## config.mk

```make
export PLATFORM = sky130hd
export DESIGN_NAME = sc_debounce_transition0
export DESIGN_NICKNAME = d
export VERILOG_FILES = /design/src/rtl/sc_debounce_pkg.sv /design/src/rtl/sc_debounce_transition0_sync2.sv /design/src/rtl/sc_debounce_transition0.sv
export SDC_FILE = /design/constraint.sdc
export NUM_CORES = 1
export LEC_CHECK = 0
export CAP_MARGIN = 0
export CORE_AREA = 2 2 68 70
export DETAILED_ROUTE_END_ITERATION = 8
export DIE_AREA = 0 0 70 72
export GPL_ROUTABILITY_DRIVEN = 1
export PLACE_DENSITY = 0.51
export SETUP_SLACK_MARGIN = 0.02
export SYNTH_ARGS = -nofsm -noshare
export SYNTH_HDL_FRONTEND = slang
export SYNTH_SLANG_ARGS = --single-unit
```

## constraint.sdc

```tcl
create_clock -name SC_DEBOUNCETRANSITION0_CLOCK_50 -period 1.75 [get_ports SC_DEBOUNCETRANSITION0_CLOCK_50]
set_clock_uncertainty 0.1 [all_clocks]
set_input_delay 0.35 -clock SC_DEBOUNCETRANSITION0_CLOCK_50 [delete_from_list [all_inputs] [get_ports SC_DEBOUNCETRANSITION0_CLOCK_50]]
set_output_delay 0.35 -clock SC_DEBOUNCETRANSITION0_CLOCK_50 [all_outputs]
set_load 0.005 [all_outputs]
```

## src/rtl/sc_debounce_pkg.sv

```systemverilog
// Shared constants and state encoding for the KEY debounce / transition-pulse stage.
// Default timing constants assume CLOCK_50 (20 ns period).
package sc_debounce_pkg;

  typedef enum logic [1:0] {
    IDLE         = 2'd0,
    PRESS_WAIT   = 2'd1,
    PRESSED      = 2'd2,
    RELEASE_WAIT = 2'd3
  } db_state_e;

  // 10 ms debounce window and 250 ms auto-repeat period at 50 MHz
  localparam int DEFAULT_DEBOUNCE_CYCLES = 500000;
  localparam int DEFAULT_DEBOUNCE_WIDTH  = 20;
  localparam int DEFAULT_REPEAT_CYCLES   = 12500000;
  localparam int DEFAULT_REPEAT_WIDTH    = 24;

  function automatic logic state_is_down(input db_state_e s);
    return (s == PRESSED) || (s == RELEASE_WAIT);
  endfunction

endpackage

```

## src/rtl/sc_debounce_transition0_sync2.sv

```systemverilog
// sc_sync2: two-flop synchronizer for raw KEY inputs; resets to the released
// level so a reset never looks like a press.
module sc_sync2 #(
  parameter logic RESET_VAL = 1'b1
) (
  input  logic clk_i,
  input  logic rst_i,
  input  logic d_i,
  output logic q_o
);

  logic meta_q;
  logic sync_q;

  always_ff @(posedge clk_i or posedge rst_i) begin
    if (rst_i) begin
      meta_q <= RESET_VAL;
      sync_q <= RESET_VAL;
    end else begin
      meta_q <= d_i;
      sync_q <= meta_q;
    end
  end

  assign q_o = sync_q;

endmodule

```

## src/rtl/sc_debounce_transition0.sv

```systemverilog
// KEY conditioning: synchronize, debounce, and emit one active-low pulse per press.
// Optional held-key auto-repeat is enabled by defining SC_DEBOUNCE_AUTOREPEAT_EN.
module sc_debounce_transition0
  import sc_debounce_pkg::*;
#(
  parameter int DEBOUNCE_CYCLES = DEFAULT_DEBOUNCE_CYCLES,
  parameter int DEBOUNCE_WIDTH  = DEFAULT_DEBOUNCE_WIDTH,
  parameter int REPEAT_CYCLES   = DEFAULT_REPEAT_CYCLES,
  parameter int REPEAT_WIDTH    = DEFAULT_REPEAT_WIDTH
) (
  input  logic       SC_DEBOUNCETRANSITION0_CLOCK_50,
  input  logic       SC_DEBOUNCETRANSITION0_RESET_InHigh,
  input  logic       SC_DEBOUNCETRANSITION0_button_InLow,
  output logic       SC_DEBOUNCETRANSITION0_pulse_OutLow,
  output logic       SC_DEBOUNCETRANSITION0_level_OutLow,
  output logic [1:0] SC_DEBOUNCETRANSITION0_state_Out
);

  if (DEBOUNCE_CYCLES < 2) begin : g_bad_debounce_cycles
    $error("sc_debounce_transition0: DEBOUNCE_CYCLES must be >= 2");
  end
  if ((64'd1 << DEBOUNCE_WIDTH) <= 64'(DEBOUNCE_CYCLES)) begin : g_bad_debounce_width
    $error("sc_debounce_transition0: DEBOUNCE_WIDTH too small for DEBOUNCE_CYCLES");
  end
  if ((REPEAT_CYCLES < 2) || ((64'd1 << REPEAT_WIDTH) <= 64'(REPEAT_CYCLES))) begin : g_bad_repeat
    $error("sc_debounce_transition0: REPEAT_CYCLES/REPEAT_WIDTH inconsistent");
  end

  localparam logic [DEBOUNCE_WIDTH-1:0] DB_LAST = DEBOUNCE_WIDTH'(DEBOUNCE_CYCLES - 1);

  logic clk;
  logic rst;
  logic sync;

  assign clk = SC_DEBOUNCETRANSITION0_CLOCK_50;
  assign rst = SC_DEBOUNCETRANSITION0_RESET_InHigh;

  sc_sync2 #(
    .RESET_VAL (1'b1)
  ) u_sync (
    .clk_i (clk),
    .rst_i (rst),
    .d_i   (SC_DEBOUNCETRANSITION0_button_InLow),
    .q_o   (sync)
  );

  db_state_e                 state_q, state_d;
  logic [DEBOUNCE_WIDTH-1:0] cnt_q, cnt_d;
  logic                      fire_q, fire_d;
  logic                      press_fire;
  logic                      rep_fire;
  logic                      pulse_q, pulse_d;
  logic                      level_q, level_d;

  // fire_q marks the decision edge; the output flops follow one edge later so
  // pulse and level appear together, DEBOUNCE_CYCLES+3 edges after the input.
  always_ff @(posedge clk or posedge rst) begin
    if (rst) begin
      state_q <= IDLE;
      cnt_q   <= '0;
      fire_q  <= 1'b0;
      pulse_q <= 1'b1;
      level_q <= 1'b1;
    end else begin
      state_q <= state_d;
      cnt_q   <= cnt_d;
      fire_q  <= fire_d;
      pulse_q <= pulse_d;
      level_q <= level_d;
    end
  end

  always_comb begin
    state_d    = state_q;
    cnt_d      = '0;
    press_fire = 1'b0;
    case (state_q)
      IDLE: begin
        if (!sync) state_d = PRESS_WAIT;
      end
      PRESS_WAIT: begin
        if (sync) begin
          state_d = IDLE;
        end else if (cnt_q == DB_LAST) begin
          state_d    = PRESSED;
          press_fire = 1'b1;
        end else begin
          cnt_d = cnt_q + 1'b1;
        end
      end
      PRESSED: begin
        if (sync) state_d = RELEASE_WAIT;
      end
      RELEASE_WAIT: begin
        // a bounce back to low re-enters PRESSED without a new pulse
        if (!sync) begin
          state_d = PRESSED;
        end else if (cnt_q == DB_LAST) begin
          state_d = IDLE;
        end else begin
          cnt_d = cnt_q + 1'b1;
        end
      end
      default: state_d = IDLE;
    endcase
  end

`ifdef SC_DEBOUNCE_AUTOREPEAT_EN
  localparam logic [REPEAT_WIDTH-1:0] RP_LAST = REPEAT_WIDTH'(REPEAT_CYCLES - 1);

  logic [REPEAT_WIDTH-1:0] rep_q, rep_d;

  always_ff @(posedge clk or posedge rst) begin
    if (rst) rep_q <= '0;
    else     rep_q <= rep_d;
  end

  // Counts only while staying in PRESSED; any exit clears it so re-entry restarts at 0.
  always_comb begin
    rep_d    = '0;
    rep_fire = 1'b0;
    if ((state_q == PRESSED) && !sync) begin
      if (rep_q == RP_LAST) rep_fire = 1'b1;
      else                  rep_d    = rep_q + 1'b1;
    end
  end
`else
  assign rep_fire = 1'b0;
`endif

  assign fire_d = press_fire | rep_fire;

  always_comb begin
    pulse_d = ~fire_q;
    level_d = ~state_is_down(state_q);
  end

  assign SC_DEBOUNCETRANSITION0_pulse_OutLow = pulse_q;
  assign SC_DEBOUNCETRANSITION0_level_OutLow = level_q;
  assign SC_DEBOUNCETRANSITION0_state_Out    = state_q;

endmodule

```

[Word level (Yosys, flattened, before mapping)]
Index checks and enable logic that the tools add are counted.
W data, S select, Z words.
Cells by class
  bitwise gates (word level): 2
  reduce and logical (&&, ||, !) cells: 3
  equality and inequality tests: 8
  muxes and demuxes: 14
  add/subtract/negate cells: 1
Operator list (count)
  $mux W20: 3
  $pmux W20 S2: 1
  $add A20 B1 Y20 const B: 1
  $eq A20 B19 Y1 const B: 1
  $mux W2: 6
  $pmux W2 S4: 1
  $eq A2 B2 Y1 const B: 2
  $reduce_and A4 Y1: 1
  $mux W1: 3
  $ne A3 B2 Y1 const B: 1
  $ne A3 B3 Y1 const B: 1
  $eq A2 B1 Y1 const B: 1
  $logic_not A2 Y1: 1
  $ne A2 B1 Y1 const B: 1
  $ne A2 B2 Y1 const B: 1
  $not A1 Y1: 2
  $logic_or A1 B1 Y1: 1
Word-level totals
  word-level logic and storage cells: 35
  flip-flop bits (word level): 27
  input bits: 3
  output and inout port bits: 4

[Longest topological paths before layout]
Gate-level depths: netlist of run 1.
  depth after elaboration: 4
  mapped depth: 6
  mapped depth without buffers: 5

[Modules after synthesis]
Synthesis of run 1 repeated with hierarchy kept, for this count alone.
Unflattened totals
  cells, all modules: 120
  area total of the unflattened synthesis: 1231.2 sq um
By module, submodules not included
  sc_debounce_transition0: sequential area each 628.1 sq um, area an instance 1174.9 sq um, instances 1, cells an instance 117
  sc_sync2: sequential area each 52.6 sq um, area an instance 56.3 sq um, instances 1, cells an instance 3

[Worst setup path before layout of run 1]
Ideal clock, no wire load.
  path kind: register to register
  start: register cnt_q[0]
  end: register cnt_q[18]
  arrival time: 1.669 ns
  path buffers: 0
  stages on the path, launching flop included: 6
  period minus slack after synthesis: 1.906 ns
  required time: 1.514 ns
  slack: -0.156 ns
  path through: dfrtp_1 > ha_1 > nand4_1 > or4_2 > o21ai_0 > a21oi_1
On the way
  word-level cells in the longest chain between the ends: 4
  elaborated cells on any way between the ends: 6
  those cells by class: 1 x add/sub; 1 x eq/ne; 4 x mux
Ends and longest elaborated chain
  from (decl): RTL line sc_debounce_transition0.sv:48  | logic [DEBOUNCE_WIDTH-1:0] cnt_q, cnt_d;
  from (signal assigned): RTL line sc_debounce_transition0.sv:66  | cnt_q <= cnt_d;
  $add A20 B1 Y20 / $eq A20 B19 Y1 (equally long branches)
  $mux W20 *: RTL line sc_debounce_transition0.sv:84, sc_debounce_transition0.sv:98
  $mux W20 (on tied branches): RTL line sc_debounce_transition0.sv:96, sc_debounce_transition0.sv:82
  $pmux W20 S2 *: RTL line sc_debounce_transition0.sv:77  | case (state_q)
  named net cnt_d[18]: RTL line sc_debounce_transition0.sv:48
Mark *: on every way through the listed nets, which the timed path passes. The rest lies on a longest branch.
A chain may end at the register's enable or synchronous reset.

[Worst setup path in the final report of run 1]
  start: register cnt_q[1]
  end: register cnt_q[18]
Same word-level chain as after synthesis.

==> impl_metrics.py, run 1 <==
metrics = {
    "grt": {
        "antenna_found_initial": 0,
        "grt_pass1_wl_microns": 4280,
        "grt_overflow_total": 0,
        "grt_max_degree": 28,
        "grt_pass1_vias": 945,
        "grt_util_all_layers_pct": 10.5,
    },
    "synth": {
        "synthesis.nets": 125,
        "syn_area_sq_mm": 0.00124,
        "synth.distinct_cells": 29,
        "ys_ff_latch": 27,
        "yosys.area_share.simple_pct": 25.3,
        "synthAdderAreaFrac_pct": 1.01,
        "synth.avg_cell_area_sq_um": 10.2,
        "ys_seq_area_share_pct": 55.0,
        "synth_compound_area_share_pct": 5.26,
        "synth_xor_area_share_pct": 9.91,
        "synth_cells": 121,
        "synth_top_family_by_area": "simple AND/OR/NAND/NOR gates",
        "muxShareOfSynthArea_pct": 0.809,
        "yosysWarnings": 0,
    },
    "setup_path": {
        "path_delay_family": "simple AND/OR/NAND/NOR gates",
        "path_buf_inv": 0,
        "critPathArrivalTime_ns": 1.86,
        "slowest_delay_ns": 0.45,
        "r2r_start": "cnt_q[1]$_DFF_PP0_",
        "critPathMaxFanout": 4,
        "slowest_stage": "or4b_1",
        "rr_endpoint": "cnt_q[18]$_DFF_PP0_",
        "cp-end-kind": "flip-flop",
        "cp-start-kind": "flip-flop",
        "rrSetupSlack_ns": -0.02,
        "crit_type": "flip-flop to flip-flop",
        "critPathRequiredTime_ns": 1.85,
        "reg2reg_depth": 5,
        "crit_chain": "ha_2 -> nand4_1 -> nor4_2 -> or4b_1 -> a21oi_1",
    },
    "sta": {
        "final-hold-violation-count": 0,
        "rsz0062_at_grt": "yes",
        "maxSlewViolCount": 0,
        "finalCritPeriodShare_pct": 101,
        "max_clock_freq_ghz": 0.566,
        "worst_pin_slew_ns": 0.345,
        "slew_headroom_pct": 77.0,
        "worst_slack_ns": -0.0157,
        "setup_violations": 2,
        "min_period_ns": 1.77,
    },
    "cts": {
        "clkLatencyLatePin_ns": 0.27,
        "cts-root-buf": "clkbuf_8",
        "cts_max_level": 1,
        "cts_tree": "built",
        "clockBufferDepth": 2,
        "clock_sinks": 27,
        "clkTransAtPathRegs_ns": 0.09,
        "cts_buffers": 3,
    },
    "route": {
        "viasPerCell": 4.90,
        "routedWlPerCell_microns": 13.3,
        "routed_wl_microns": 2700,
        "num_vias": 994,
        "drt_iter0_drc": 27,
        "ant_nets": 0,
        "drc": 0,
        "first_pass_iters": 4,
    },
    "final_layout": {
        "mostFrequentLayoutCell": "dfrtp_1",
        "final_cell_mix": "22 x dfrtp_1, 19 x buf_4, 10 x nor2_1",
        "drive_above_1_share_pct": 34.4,
        "postLayoutCoreUtil_pct": 39.8,
        "areaGrowthSynthToFinish_pct": 37.2,
        "n_antenna_cell": 0,
        "nNetsFinal": 156,
    },
    "floorplanning": {
        "die_area_sq_mm": 0.00504,
        "dieHeight_microns": 72,
        "num_rows": 24,
        "core-area_sq_mm": 0.00426,
        "io_pins": 7,
        "die_width_microns": 70,
        "initial_utilization_pct": 29.0,
    },
    "power_and_ir_drop": {
        "clkPwrFrac_pct": 33.6,
        "swShare_pct": 21.9,
        "seqPwrFrac_pct": 60.7,
        "vdd_drop_max_uv": 338,
        "combPwrFrac_pct": 5.6,
        "p_int_mw": 0.818,
        "power.density_mw_per_mm2": 616,
        "p_leak_nw": 0.678,
        "power_mw": 1.05,
        "switchingPower_mw": 0.229,
    },
    "flow_run": {
        "drv_cap": 0,
    },
    "min_path": {
        "min_from": "u_sync.meta_q$_DFF_PP1_",
        "holdCritPathClass": "flip-flop to flip-flop",
        "hold_end": "u_sync.q_o$_DFF_PP1_",
        "hold_depth": 0,
    },
    "outcome": {
        "status": "finished, violations left",
        "violations": "negative setup slack",
    },
    "placed_design": {
        "gp_congestion": 0.790,
        "dpl.hpwl_microns": 1770,
        "portBuffers": 6,
    },
}
[synthesized netlist by cell type (all sizes together)]
cell    number  area (sq um)
dfrtp       23           576
nor2        17          63.8
nand2        9          33.8
xnor2        9          78.8
inv          6          22.5
nand3        6          30.0
nand4        6          43.8
a21oi        5          25.0
xor2         5          43.8
dfstp        4           105
nor3         4          20.0
nor4         4          25.0
or4          4          31.3
clkbuf       3          11.3
o31ai        3          22.5
o21ai        2          10.0
or3          2          17.5
a21o         1          7.51
and2         1          6.26
and4         1          8.76
and4b        1          10.0
ha           1          12.5
mux2i        1          10.0
nand2b       1          6.26
or2          1          6.26
or4b         1          10.0
[worst max-delay path by stage]
stage / start / to / depth (start not counted)
2_1_floorplan: cnt_q[0]$_DFF_PP0_ / cnt_q[7]$_DFF_PP0_ / 6
3_3_place_gp: cnt_q[1]$_DFF_PP0_ / cnt_q[7]$_DFF_PP0_ / 7
3_5_place_dp: cnt_q[1]$_DFF_PP0_ / cnt_q[17]$_DFF_PP0_ / 7
4_1_cts: cnt_q[1]$_DFF_PP0_ / cnt_q[18]$_DFF_PP0_ / 5
5_1_grt: cnt_q[0]$_DFF_PP0_ / cnt_q[18]$_DFF_PP0_ / 5
6_report: cnt_q[1]$_DFF_PP0_ / cnt_q[18]$_DFF_PP0_ / 5
[through the flow]
step / setup slack, ns / std cells / TNS (ns) / hold slack [ns] / instance area (sq um)
2_1_floorplan: 0.0160 / 121 / 0 / 0.237 / 1260
3_3_place_gp: -0.0381 / 196 / -0.630 / 0.238 / 1540
3_5_place_dp: -0.0488 / 196 / -0.778 / 0.247 / 1540
4_1_cts: -0.0546 / 200 / -0.469 / 0.260 / 1590
5_1_grt: -0.112 / 203 / -1.20 / 0.270 / 1700
6_report: -0.0157 / 203 / -0.0276 / 0.262 / 1700
[area by class of cell]
type	count	area, sq um
Sequential cell	27	682
Timing Repair Buffer	29	268
Clock inverter	1	5.00
Multi-Input combinational cell	85	614
Tap cell	52	65.1
Fill cell	424	2570
Inverter	6	22.5
Clock buffer	3	41.3
[routing by layer]
| layer | vias to the layer above | share of wire, % | GRT usage [%] |
|---|---|---|---|
| li1 | 481 | - | - |
| met1 | 498 | 48 | 15.0 |
| met2 | 13 | 50 | 16.9 |
| met3 | 2 | 2.0 | 1.25 |
| met4 | 0 | 0.44 | 3.21 |
| met5 | - | 0 | 0 |
[worst reg2reg max path, delay by kind of cell, from the launching register on]
kind | cells | cell delay, ns
AOI/OAI and AO/OA | 1 | 0.17
adders and majority gates | 1 | 0.18
DFF | 1 | 0.38
and+or+nand+nor | 3 | 0.86
[registers in the layout, indices dropped and copies added, names as in the netlist, named ones only]
| signal | cells |
|---|---|
| cnt_q | 20 |
| SC_DEBOUNCETRANSITION0_level_OutLow | 1 |
| SC_DEBOUNCETRANSITION0_pulse_OutLow | 1 |
| SC_DEBOUNCETRANSITION0_state_Out | 1 |
| fire_q | 1 |
| u_sync.meta_q | 1 |
| u_sync.q_o | 1 |
[cells by family after synthesis]
| group | after synthesis |
|---|---|
| compound gates | 11 |
| xor+xnor | 14 |
| fa+ha+maj | 1 |
| buf+inv | 9 |
| flops | 27 |
| mux | 1 |
| simple gates | 58 |
[power by group through the flow]
stage / logic, mW / clock network (mW) / registers, mW
floorplan: 0.0215 / 0 / 0.647
global placement: 0.0438 / 0 / 0.647
detailed placement: 0.0449 / 0 / 0.647
CTS: 0.0450 / 0.361 / 0.635
global route: 0.0653 / 0.389 / 0.636
finish: 0.0591 / 0.352 / 0.636
[repair_timing]
| item | CTS | global route |
|---|---|---|
| pin swaps | 1 | 3 |
| hold buffers | 0 | 0 |
| endpoints found under the setup margin | 23 | 23 |
| gates cloned | 0 | 2 |
| buffers inserted | 0 | 1 |
| resized for setup | 4 | 16 |
Note: power is estimated with default switching activity, not from simulation.
==> run 2, diff against run 1 <==
Settings changed: GPL_ROUTABILITY_DRIVEN 1 to 0, GPL_TIMING_DRIVEN from default to 0.
Clock period 1.75 ns to 1.5 ns, I/O delays scaled along.
==> run 2 against run 1 <==
The run still ends with negative setup slack left. Maximum frequency about the same. Sequential share of layout area down 2.5 points. Setup slack worse by 0.25 ns. Critical path type unchanged.
==> impl_metrics.py, run 2 (same netlist as run 1, synthesis figures left out) <==
metrics = {
    "outcome": {
        "status": "finished, violations left",
        "violations": "negative setup slack",
    },
    "floorplanning": {
        "die_width_microns": 70,
        "dieHeight_microns": 72,
        "die_area_sq_mm": 0.00504,
        "initial_utilization_pct": 29.0,
        "core-area_sq_mm": 0.00426,
        "num_rows": 24,
        "io_pins": 7,
    },
    "setup_path": {
        "critPathArrivalTime_ns": 1.88,
        "rrSetupSlack_ns": -0.27,
        "crit_type": "flip-flop to flip-flop",
        "critPathRequiredTime_ns": 1.61,
        "cp-end-kind": "flip-flop",
        "cp-start-kind": "flip-flop",
        "critPathMaxFanout": 5,
    },
    "placed_design": {
        "detailedPlace.worstSlack_ns": -0.486,
        "portBuffers": 6,
        "dpl.hpwl_microns": 1590,
        "place_area_sq_mm": 0.00140,
    },
    "final_layout": {
        "largest_reg_flops": 20,
        "drive_above_1_share_pct": 43.8,
        "design_area_sq_mm": 0.00182,
        "nNetsFinal": 165,
        "n_fill_cell": 417,
        "n_antenna_cell": 0,
        "mostFrequentLayoutCell": "buf_4",
        "areaGrowthSynthToFinish_pct": 47.4,
        "final_cell_mix": "27 x buf_4, 18 x dfrtp_1, 17 x nor2_1",
        "top_register": "cnt_q",
    },
    "sta": {
        "worst_pin_slew_ns": 0.576,
        "worst_slack_ns": -0.267,
        "rsz0062_at_grt": "yes",
        "max_clock_freq_ghz": 0.566,
        "finalCritPeriodShare_pct": 118,
        "final-hold-violation-count": 0,
        "slew_headroom_pct": 61.5,
        "maxSlewViolCount": 0,
        "setup_violations": 23,
        "min_period_ns": 1.77,
    },
    "grt": {
        "grt_util_all_layers_pct": 12.1,
        "grt_pass1_vias": 1046,
        "grt_overflow_total": 0,
        "grt_max_degree": 28,
        "antenna_found_initial": 0,
        "grt_pass1_wl_microns": 4920,
    },
    "power_and_ir_drop": {
        "vdd_drop_max_uv": 478,
        "power.density_mw_per_mm2": 676,
        "power_mw": 1.23,
        "p_leak_nw": 0.747,
    },
    "route": {
        "routed_wl_microns": 2830,
        "ant_nets": 0,
        "first_pass_iters": 4,
        "drt_iter0_drc": 28,
        "drc": 0,
        "routedWlPerCell_microns": 13.4,
        "num_vias": 1053,
        "viasPerCell": 4.97,
    },
    "cts": {
        "cts_tree": "built",
        "clockBufferDepth": 2,
        "cts-root-buf": "clkbuf_8",
        "clkLatencyLatePin_ns": 0.27,
        "cts_buffers": 3,
        "clock_sinks": 27,
        "cts_hold_buf": 0,
        "clkTransAtPathRegs_ns": 0.10,
        "cts_max_level": 1,
    },
    "min_path": {
        "holdCritPathClass": "flip-flop to flip-flop",
    },
    "flow_run": {
        "drv_cap": 0,
    },
}
-- run 2: where the power goes --
part	leakage, nW	internal [mW]	switching, mW	total (mW)
combinational	0.373	0.0314	0.0351	0.0664
sequential	0.352	0.736	0.00531	0.742
clock	0.0217	0.189	0.237	0.426
total	0.747	0.957	0.277	1.23
-- run 2: routing by layer --
| layer | GRT usage (%) | vias up | share of wire, % |
|---|---|---|---|
| li1 | - | 499 | - |
| met1 | 14.9 | 533 | 43 |
| met2 | 22.1 | 16 | 53 |
| met3 | 1.67 | 5 | 2.8 |
| met4 | 3.85 | 0 | 1.2 |
| met5 | 0 | - | 0 |
-- run 2: repair_timing --
item	CTS	global route
endpoints found under the hold margin	0	0
pin swaps	8	7
setup endpoints to repair	27	28
gates resized for setup	21	23
setup buffers	22	6
gates cloned	2	0
-- run 2: path summary, 6_finish.rpt --
path                                                          start                                       endpoint  depth (start not counted)
worst max-delay path                            cnt_q[13]$_DFF_PP0_                            cnt_q[19]$_DFF_PP0_                          4
worst min-delay path                               fire_q$_DFF_PP0_  SC_DEBOUNCETRANSITION0_pulse_OutLow$_DFF_PP1_                          1
worst max register to register                  cnt_q[13]$_DFF_PP0_                            cnt_q[19]$_DFF_PP0_                          4
worst min register to register                     fire_q$_DFF_PP0_  SC_DEBOUNCETRANSITION0_pulse_OutLow$_DFF_PP1_                          1
max in group asynchronous       SC_DEBOUNCETRANSITION0_RESET_InHigh                             cnt_q[6]$_DFF_PP0_                          2
min in group asynchronous       SC_DEBOUNCETRANSITION0_RESET_InHigh                            cnt_q[10]$_DFF_PP0_                          2
-- run 2: final cells by class --
cell class	instances	area, sq um	share of cell area (%)
Multi-Input combinational cell	85	683	37.4
Clock inverter	1	7.51	0.412
Timing Repair Buffer	36	285	15.6
Inverter	6	26.3	1.44
Buffer	2	28.8	1.58
Sequential cell	27	687	37.7
Tap cell	52	65.1	3.57
Clock buffer	3	41.3	2.26
-- run 2: critical path: stages, from the launching register on --
cell and delay (ns):
dfrtp_1 0.48, nand2_1 0.08, or3_4 0.42, or4_4 0.49
a21oi_2 0.14
-- run 2: metrics by stage --
step	hold WS [ns]	setup TNS, ns	util (%)	std cells
finish	0.259	-4.23	42.8	212
CTS	0.261	-5.49	39.3	206
detailed placement	0.246	-14.04	32.8	179
floorplan	0.204	-2.64	-	121
global route	0.271	-6.78	42.8	212
global placement	0.237	-13.07	32.8	179
